--- src/rtl/stack_seq_pkg.sv ---
// -----------------------------------------------------------------------------
// stack_seq_pkg
// Shared definitions for the stack transfer sequencer:
//   - OP_PUSH / OP_PULL : encodings of the 'op' request input
//   - state_e           : sequencer state encoding
//   - STACK_PAGE_DEFAULT: upper 16 address bits of the stack page
//   - MAX_BYTES_DEFAULT : longest transfer handled (bytes)
// -----------------------------------------------------------------------------
package stack_seq_pkg;

    localparam logic OP_PUSH = 1'b0;
    localparam logic OP_PULL = 1'b1;

    localparam logic [15:0] STACK_PAGE_DEFAULT = 16'h0001;
    localparam int          MAX_BYTES_DEFAULT  = 4;

    typedef enum logic [1:0] {
        ST_IDLE = 2'd0,
        ST_PUSH = 2'd1,
        ST_PULL = 2'd2,
        ST_CAPT = 2'd3
    } state_e;

endpackage

--- src/rtl/stack_seq.sv ---
// -----------------------------------------------------------------------------
// stack_seq
// Sequences multi-byte stack transfers (1..4 bytes) for the 24-bit-address
// core: return addresses for JSR/RTS, PC+P for BRK/RTI. While busy it owns the
// memory bus and strobes the register file's S push/pull controls.
//
// Ports:
//   clk     in   system clock, rising edge
//   reset   in   synchronous active-high reset
//   start   in   one-cycle request, sampled only when idle
//   op      in   0 = push, 1 = pull
//   nbytes  in   transfer length minus one
//   wdata   in   push data (byte 0 = LSB), captured on accept
//   S       in   current stack pointer from the regfile
//   DI      in   memory read data, valid the cycle after its address
//   AB      out  stack address {STACK_PAGE, S} (push) / {STACK_PAGE, S+1} (pull)
//   DO      out  memory write data
//   WE      out  memory write enable
//   push    out  regfile: S decrements at this edge
//   pull    out  regfile: S increments at this edge
//   busy    out  transfer in progress
//   done    out  one-cycle completion pulse (coincides with busy falling)
//   rdata   out  assembled pull data, held until the next accepted start
//   ovf/unf out  (only with STACK_GUARD_EN) sticky push-at-00 / pull-at-FF
//
// Optional feature macro: STACK_GUARD_EN
// -----------------------------------------------------------------------------
module stack_seq
    import stack_seq_pkg::*;
#(
    parameter logic [15:0] STACK_PAGE = STACK_PAGE_DEFAULT,
    parameter int          MAX_BYTES  = MAX_BYTES_DEFAULT
) (
    input  logic                   clk,
    input  logic                   reset,
    input  logic                   start,
    input  logic                   op,
    input  logic [1:0]             nbytes,
    input  logic [8*MAX_BYTES-1:0] wdata,
    input  logic [7:0]             S,
    input  logic [7:0]             DI,
    output logic [23:0]            AB,
    output logic [7:0]             DO,
    output logic                   WE,
    output logic                   push,
    output logic                   pull,
    output logic                   busy,
    output logic                   done,
    output logic [8*MAX_BYTES-1:0] rdata
`ifdef STACK_GUARD_EN
    ,
    output logic                   ovf,
    output logic                   unf
`endif
);

    state_e                   state_r;
    logic [1:0]               cnt_r;
    logic [1:0]               n_r;
    logic [8*MAX_BYTES-1:0]   wdata_r;

    // Sequencer state, byte counter, data shadow, read assembly and done pulse.
    always_ff @(posedge clk) begin
        if (reset) begin
            state_r <= ST_IDLE;
            cnt_r   <= 2'd0;
            n_r     <= 2'd0;
            wdata_r <= '0;
            rdata   <= '0;
            done    <= 1'b0;
        end else begin
            done <= 1'b0;
            case (state_r)
                ST_IDLE: begin
                    if (start) begin
                        n_r     <= nbytes;
                        wdata_r <= wdata;
                        case (op)
                            OP_PUSH: begin
                                // Highest byte goes out first (PCH before PCL).
                                cnt_r   <= nbytes;
                                state_r <= ST_PUSH;
                            end
                            OP_PULL: begin
                                cnt_r   <= 2'd0;
                                rdata   <= '0;
                                state_r <= ST_PULL;
                            end
                            default: begin
                                state_r <= ST_IDLE;
                            end
                        endcase
                    end
                end
                ST_PUSH: begin
                    if (cnt_r == 2'd0) begin
                        done    <= 1'b1;
                        state_r <= ST_IDLE;
                    end else begin
                        cnt_r <= cnt_r - 2'd1;
                    end
                end
                ST_PULL: begin
                    // DI now carries the byte addressed in the previous cycle.
                    if (cnt_r != 2'd0) begin
                        rdata[{cnt_r - 2'd1, 3'b000} +: 8] <= DI;
                    end
                    if (cnt_r == n_r) begin
                        state_r <= ST_CAPT;
                    end else begin
                        cnt_r <= cnt_r + 2'd1;
                    end
                end
                ST_CAPT: begin
                    // Last byte arrives one cycle after the final pull address.
                    rdata[{n_r, 3'b000} +: 8] <= DI;
                    done    <= 1'b1;
                    state_r <= ST_IDLE;
                end
                default: begin
                    state_r <= ST_IDLE;
                end
            endcase
        end
    end

    // Bus and regfile strobes decoded from state; S feedback tracks the address.
    always_comb begin
        AB   = 24'h000000;
        DO   = 8'h00;
        WE   = 1'b0;
        push = 1'b0;
        pull = 1'b0;
        case (state_r)
            ST_PUSH: begin
                AB   = {STACK_PAGE, S};
                DO   = wdata_r[{cnt_r, 3'b000} +: 8];
                WE   = 1'b1;
                push = 1'b1;
            end
            ST_PULL: begin
                AB   = {STACK_PAGE, S + 8'd1};
                pull = 1'b1;
            end
            default: begin
                // IDLE and CAPT drive nothing onto the bus.
                AB = 24'h000000;
            end
        endcase
    end

    assign busy = (state_r != ST_IDLE);

`ifdef STACK_GUARD_EN
    // Sticky wrap detectors, cleared by reset or any accepted start.
    always_ff @(posedge clk) begin
        if (reset) begin
            ovf <= 1'b0;
            unf <= 1'b0;
        end else if ((state_r == ST_IDLE) && start) begin
            ovf <= 1'b0;
            unf <= 1'b0;
        end else begin
            if (push && (S == 8'h00)) begin
                ovf <= 1'b1;
            end
            if (pull && (S == 8'hFF)) begin
                unf <= 1'b1;
            end
        end
    end
`endif

endmodule

--- config.mk ---
export PLATFORM = sky130hd
export DESIGN_NAME = stack_seq
export DESIGN_NICKNAME = d
export VERILOG_FILES = /design/src/rtl/stack_seq_pkg.sv /design/src/rtl/stack_seq.sv
export SDC_FILE = /design/constraint.sdc
export NUM_CORES = 1
export LEC_CHECK = 0
export ABC_AREA = 1
export CAP_MARGIN = 20
export CORE_MARGIN = 10
export CORE_UTILIZATION = 40
export DETAILED_ROUTE_END_ITERATION = 6
export PLACE_DENSITY = 0.75
export SYNTH_ARGS = -nofsm -noshare
export SYNTH_HDL_FRONTEND = slang
export SYNTH_SLANG_ARGS = --single-unit
--- constraint.sdc ---
create_clock -name clk -period 3 [get_ports clk]
set_input_delay 0.6 -clock clk [delete_from_list [all_inputs] [get_ports clk]]
set_output_delay 0.6 -clock clk [all_outputs]
set_load 0.01 [all_outputs]
==> flow_summary_export.csv, run 1 <==
group,metric,value,unit
synth,synth_area,0.00469,mm^2
global_route,antenna_found_initial,0,
timing,period_minus_ws_final,2860,ps
floorplanning,die_h,128,um
synth,syn-mean-instance-area,6.11,um^2
synth,dominant_register_cell_in_the_synthesized_netlist,"dfxtp_1",
final_layout,area_delta_synth_final,29.7,%
synth,synth.yosys.warnings,0,
placement,dp_hpwl,10300,um
floorplanning,die_w,128,um
clock_network,cts_hold_buf,0,
synth,synth.top_cells.by_count,"nand2_1, nor2_1, o21ai_0",
drt,drt_pass1_iterations,5,
floorplanning,core_area,0.0115,mm^2
clock_network,root_buffer,"clkbuf_16",
drt,finalWirelength,13900,um
timing,maxSlewHeadroom,0.555,
drt,wl_per_cell,13.8,um
final_layout,antennaDiodeCount,0,
synth,ys_seq_elements,71,
floorplanning,row_count,39,
global_route,vias_in_the_first_global_route,4659,
final_layout,final_net_count,933,
placement,place_worst_setup_slack,10.6,ps
final_layout,area.sequential,0.00142,mm^2
worst_hold_path,hold_class,"reg2reg",
clock_network,clk_pin_slew,50,ps
job,maxCapViolations,0,
placement,place_congestion,0.928,
setup_path,worst_setup_path_start_kind,"input port",
synth,synth_sequential_area_ratio,0.303,
global_route,global_route_wire_length_before_repair,22300,um
setup_path,criticalPathCategory,"in2out",
setup_path,end_kind,"primary output",
floorplanning,initial_core_util,0.409,
floorplanning,pin_count,123,
clock_network,clock_latency,330,ps
final_layout,fillers,1159,
setup_path,rr_startpoint,"state_r[0]",
final_layout,final_standard_cell_count_with_taps_included_and_fillers_excluded,1008,
setup_path,cp_data_required_time,2400,ps
placement,portBuffers,107,
clock_network,tritoncts.num_buffers,9,
power_and_ir_drop,peakVddDrop,0.458,mV
global_route,grt-ovfl-total,0,
drt,route.detailed.drc,0,
synth,syn_inst,767,
synth,post_synth_main_area_contributors,"dfxtp_1, nand2_1, nor2_1",
final_layout,final_area,0.00608,mm^2
worst_hold_path,worst_hold_startpoint,"rdata[3]",
setup_path,setup_slack_on_the_worst_flop_to_flop_path,760,ps
placement,dp_cells,992,
clock_network,cts.sinks,71,
final_layout,postLayoutCoreUtil,0.530,
synth,synth_top_area_frac,0.303,
drt,viasPerCell,5.00,
setup_path,crit_fanout,4,
global_route,groute.usage.overall,0.162,
drt,routed-via-count,5040,
worst_hold_path,timing.hold.worst_path_depth,2,
synth,asyncSetResetFlopFracSynth,0,
power_and_ir_drop,power_per_unit_of_standard_cell_area,949,mW/mm^2
drt,detail-route-antenna-nets,0,
synth,count_of_cell_types_in_the_netlist,28,
outcome,outcome,"completed",
setup_path,critical_path_arrival,2260,ps
power_and_ir_drop,static-leakage-power,2.60,nW
drt,dr.first_iter.drc_count,405,
power_and_ir_drop,design_power_total,5.77,mW
timing,max_clock_freq,0.350,GHz
synth,synth_most_common_cell,"nand2_1",
clock_network,cts_tree,"done",
placement,placed_cell_area,0.00577,mm^2
timing,final-max-slew-violation-count,0,
timing,hold_viol,0,
timing,tightestPinTransition,666,ps
timing,fin_skew,4.42,ps
final_layout,final_layout_size_suffix_gt1_frac,0.0462,
clock_network,cts.path.max_buffers,2,
final_layout,multi_input_area,0.00270,mm^2
setup_path,worst_r2r_path_depth,9,
timing,finalSetupViolCount,0,
floorplanning,dieArea,0.0164,mm^2
setup_path,reg2reg_to,"rdata[29]",
timing,post-route-worst-setup-slack,140,ps
synth,yosys.area.top_type,"dfxtp_1",
synth,synth_edf_count,0,
global_route,grt_start_max_net_pins,48,
timing,min_period_over_period,0.953,
clock_network,cts_h_tree_depth,3,
worst_hold_path,hold_end,"rdata[3]",
clock_network,post-cts-setup-buffer-count,0,
-- stage by stage --
stage	hold slack, ps	TNS, ps
2_1_floorplan	450	0
3_3_place_gp	452	0
3_5_place_dp	457	0
4_1_cts	466	0
5_1_grt	496	-7.24
6_report	463	0
-- cells in the final DEF (no fill, tap or decap), types with 2 or more instances in the layout --
cell type          n
nand2_1          155
nor2_1           148
clkdlybuf4s50_1  104
o21ai_0           99
a21oi_1           84
dfxtp_1           71
inv_1             68
nand3_1           48
ha_1              19
buf_4             16
conb_1            15
clkbuf_16          9
dlymetal6s2s_1     3
inv_2              2
clkinv_1           2
nand4_1            2
o21ai_1            2
clkinv_2           2
-- worst max-delay path: stages --
cell and delay, ps:
clkdlybuf4s50_1 480, buf_4 120, nand3_1 80, inv_1 120, nand2_1 70, nand2_1 60, nand2_1 40, a21oi_1 130
clkdlybuf4s50_1 560
-- flip-flops by register name, summed over array words and instances, names as in the netlist --
signal   flops
rdata       32
wdata_r     32
cnt_r        2
n_r          2
state_r      2
done         1
-- power by group --
part	switching, mW	internal [mW]	total (mW)	leakage [nW]
sequential	0.174	1.23	1.41	0.585
clock	0.405	0.666	1.07	0.146
combinational	2.04	1.24	3.29	1.87
-- worst max-delay path by stage --
stage | startpoint | endpoint | slack [ps] | cells past startpoint
3_3_place_gp | S[0] | AB[6] | 20 | 9
6_report | S[0] | AB[7] | 140 | 9
4_1_cts | S[0] | AB[6] | 9 | 9
2_1_floorplan | state_r[0] | AB[2] | 980 | 8
3_5_place_dp | S[0] | AB[6] | 10 | 9
5_1_grt | state_r[0] | AB[1] | -7 | 5
-- repair_timing --
item | CTS | global route
endpoints found under the hold margin | 0 | 0
gates resized for setup | 0 | 4
setup endpoints to repair | 0 | 4
-- routing by layer --
| layer | GRT usage | share of wire |
|---|---|---|
| met1 | 0.192 | 0.42 |
| met2 | 0.269 | 0.47 |
| met3 | 0.0587 | 0.093 |
| met4 | 0.0444 | 0.016 |
| met5 | 0 | 0 |
-- final cells by class --
type | instances | share of cell area
Clock buffer | 11 | 0.0399
Clock inverter | 5 | 0.00926
Inverter | 73 | 0.0455
Multi-Input combinational cell | 582 | 0.445
Sequential cell | 71 | 0.234
Tap cell | 143 | 0.0294
Timing Repair Buffer | 123 | 0.197
-- kinds of logic (layout without fill, tap and decap cells) --
family,count (synthesis),after routing,synth area share
compound gates,188,188,0.202
simple gates,360,360,0.311
buf+inv,128,212,0.132
other cells,1,15,0.000800
fa+ha+maj,19,19,0.0507
flops,71,71,0.303
Note: power is estimated with default switching activity, not from simulation.
==> run 2: changes to the inputs <==
--- a/config.mk
+++ b/config.mk
@@ -10,6 +10,7 @@
 export CORE_MARGIN = 10
 export CORE_UTILIZATION = 40
 export DETAILED_ROUTE_END_ITERATION = 6
+export HOLD_SLACK_MARGIN = 0.05
 export PLACE_DENSITY = 0.75
 export SYNTH_ARGS = -nofsm -noshare
 export SYNTH_HDL_FRONTEND = slang
==> results of run 2 <==
The final DEF is identical to that of run 1; final timing and power are the same.
==> run 3: changes to the inputs <==
--- a/config.mk
+++ b/config.mk
@@ -7,7 +7,7 @@
 export LEC_CHECK = 0
 export ABC_AREA = 1
 export CAP_MARGIN = 20
-export CORE_MARGIN = 10
+export CORE_MARGIN = 8
 export CORE_UTILIZATION = 40
 export DETAILED_ROUTE_END_ITERATION = 6
 export HOLD_SLACK_MARGIN = 0.05
==> run 3 against run 2 <==
  * Via count up 0.97%
  * Power up 1.9%
  * Global-route usage up 1.4 points
  * Count of clock-buffer cells in the layout down 2
  * Clock power up 9%
  * Flip-flop and latch count unchanged
  * Maximum frequency down 0.29%
  * Wire length up 0.21%
  * Final area up 0.12%
  * Setup slack worse by 8.3 ps
  * Die area down 6.1%
  * Critical path type unchanged
  * Largest power group unchanged
==> flow_summary_export.csv, run 3 (same netlist as run 1, synthesis figures left out) <==
group,metric,value,unit
outcome,outcome,"completed",
timing,rsz0062_at_grt,"no",
clock_network,tritoncts.num_buffers,9,
placement,portBuffers,107,
power_and_ir_drop,clkPwrFrac,0.200,
clock_network,cts_hold_buf,0,
timing,hold_viol,0,
setup_path,worst_setup_path_start_kind,"input port",
power_and_ir_drop,combinationalPowerShare,0.560,
final_layout,final_layout_size_suffix_gt1_frac,0.0452,
floorplanning,pin_count,123,
timing,finalSetupViolCount,0,
timing,tightestPinTransition,664,ps
drt,drt_pass1_iterations,5,
power_and_ir_drop,sw_frac_of_total,0.454,
clock_network,cts_h_tree_depth,3,
clock_network,cts.sinks,71,
drt,viasPerCell,5.06,
global_route,global_route_wire_length_before_repair,23000,um
setup_path,criticalPathCategory,"in2out",
final_layout,final_standard_cell_count_with_taps_included_and_fillers_excluded,1005,
placement,dp_cells,990,
clock_network,cts_tree,"done",
drt,dr.first_iter.drc_count,334,
timing,period_minus_ws_final,2870,ps
floorplanning,row_count,39,
final_layout,final_net_count,931,
final_layout,largest_registers,"rdata x32, wdata_r x32",
global_route,antenna_found_initial,0,
power_and_ir_drop,design_power_total,5.88,mW
setup_path,cp_data_required_time,2400,ps
clock_network,clock_latency,340,ps
power_and_ir_drop,power_per_unit_of_standard_cell_area,966,mW/mm^2
global_route,grt-ovfl-total,0,
final_layout,antennaDiodeCount,0,
power_and_ir_drop,internal_power,3.21,mW
power_and_ir_drop,static-leakage-power,2.60,nW
clock_network,root_buffer,"clkbuf_16",
final_layout,layout.cells.most_common_list,"nand2_1, nor2_1, clkdlybuf4s50_1",
clock_network,clk_pin_slew,60,ps
timing,fin_tns_setup,0,ps
worst_hold_path,hold_class,"reg2reg",
global_route,grt_start_max_net_pins,48,
power_and_ir_drop,p_seq_frac,0.240,
drt,routed-via-count,5089,
global_route,vias_in_the_first_global_route,4727,
floorplanning,dieArea,0.0154,mm^2
final_layout,mostFrequentLayoutCell,"nand2_1",
timing,max_clock_freq,0.349,GHz
setup_path,critical_path_arrival,2270,ps
timing,final-max-slew-violation-count,0,
drt,finalWirelength,13900,um
floorplanning,die_w,124,um
clock_network,cts.path.max_buffers,2,
placement,place_congestion,0.887,
drt,wl_per_cell,13.8,um
setup_path,crit_fanout,2,
global_route,groute.usage.overall,0.176,
drt,detail-route-antenna-nets,0,
floorplanning,die_h,124,um
setup_path,end_kind,"primary output",
floorplanning,initial_core_util,0.410,
timing,fin_skew,9.62,ps
power_and_ir_drop,power.switching,2.67,mW
placement,dp_hpwl,10200,um
drt,route.detailed.drc,0,
final_layout,area_delta_synth_final,29.9,%
floorplanning,core_area,0.0114,mm^2
power_and_ir_drop,peakVddDrop,0.385,mV
timing,min_period_over_period,0.956,
timing,maxSlewHeadroom,0.557,
job,maxCapViolations,0,
-- run 3: changes by cell type in the layout (fill, tap and decap cells not counted), sizes merged --
cell | previous run | this run
buf | 16 | 14
bufinv | 1 | 2
clkbuf | 11 | 9
-- run 3: cell type report --
| cell class | count | area (um^2) |
|---|---|---|
| multi-input combinational | 582 | 2710 |
| timing repair buffer | 121 | 1180 |
| clock inverter | 6 | 93.8 |
| fill | 1162 | 5330 |
| clock buffer | 9 | 225 |
| inverter | 73 | 277 |
| sequential | 71 | 1420 |
| tap | 143 | 179 |
-- run 3: timing repair --
action | 4_1_cts | 5_1_grt
endpoints found under the setup margin | 0 | 6
buffers inserted | 0 | 0
resized for setup | 0 | 5
-- run 3: routing by layer --
layer	track usage	vias to the layer above	wire (um)
met2	0.290	202	6520
li1	-	2609	-
met4	0.0524	0	235
met5	0	-	0
met3	0.0545	21	1130
met1	0.213	2257	6000
-- run 3: per-stage QoR --
step	util	cell area [um^2]	setup slack, ps	hold slack (ps)
2_1_floorplan	-	4740	977	450
3_3_place_gp	0.504	5750	25.0	453
3_5_place_dp	0.504	5750	15.9	456
4_1_cts	0.532	6070	15.0	464
5_1_grt	0.533	6080	7.14	479
6_report	0.533	6080	131	461
-- run 3: final timing paths --
| kind | start | to | slack, ps | cells past startpoint |
|---|---|---|---|---|
| max | S[1] | AB[4] | 130 | 7 |
| min | rdata[3] | rdata[3] | 460 | 2 |
| max reg2reg | n_r[0] | rdata[19] | 710 | 10 |
| min reg2reg | rdata[3] | rdata[3] | 460 | 2 |
-- run 3: critical path, stage by stage --
cell and delay [ps]:
clkdlybuf4s50_1 480, ha_1 160, nand2_1 80, o21ai_0 160, nand3_1 90, a21oi_1 130
clkdlybuf4s50_1 560
-- run 3: power groups by stage --
stage               combinational [mW]  clock (mW)  sequential [mW]
floorplan                         2.22           0             1.47
global placement                  3.24           0             1.42
detailed placement                3.28           0             1.43
CTS                               3.29        1.19             1.41
global route                      3.71        1.23             1.46
finish                            3.29        1.17             1.41
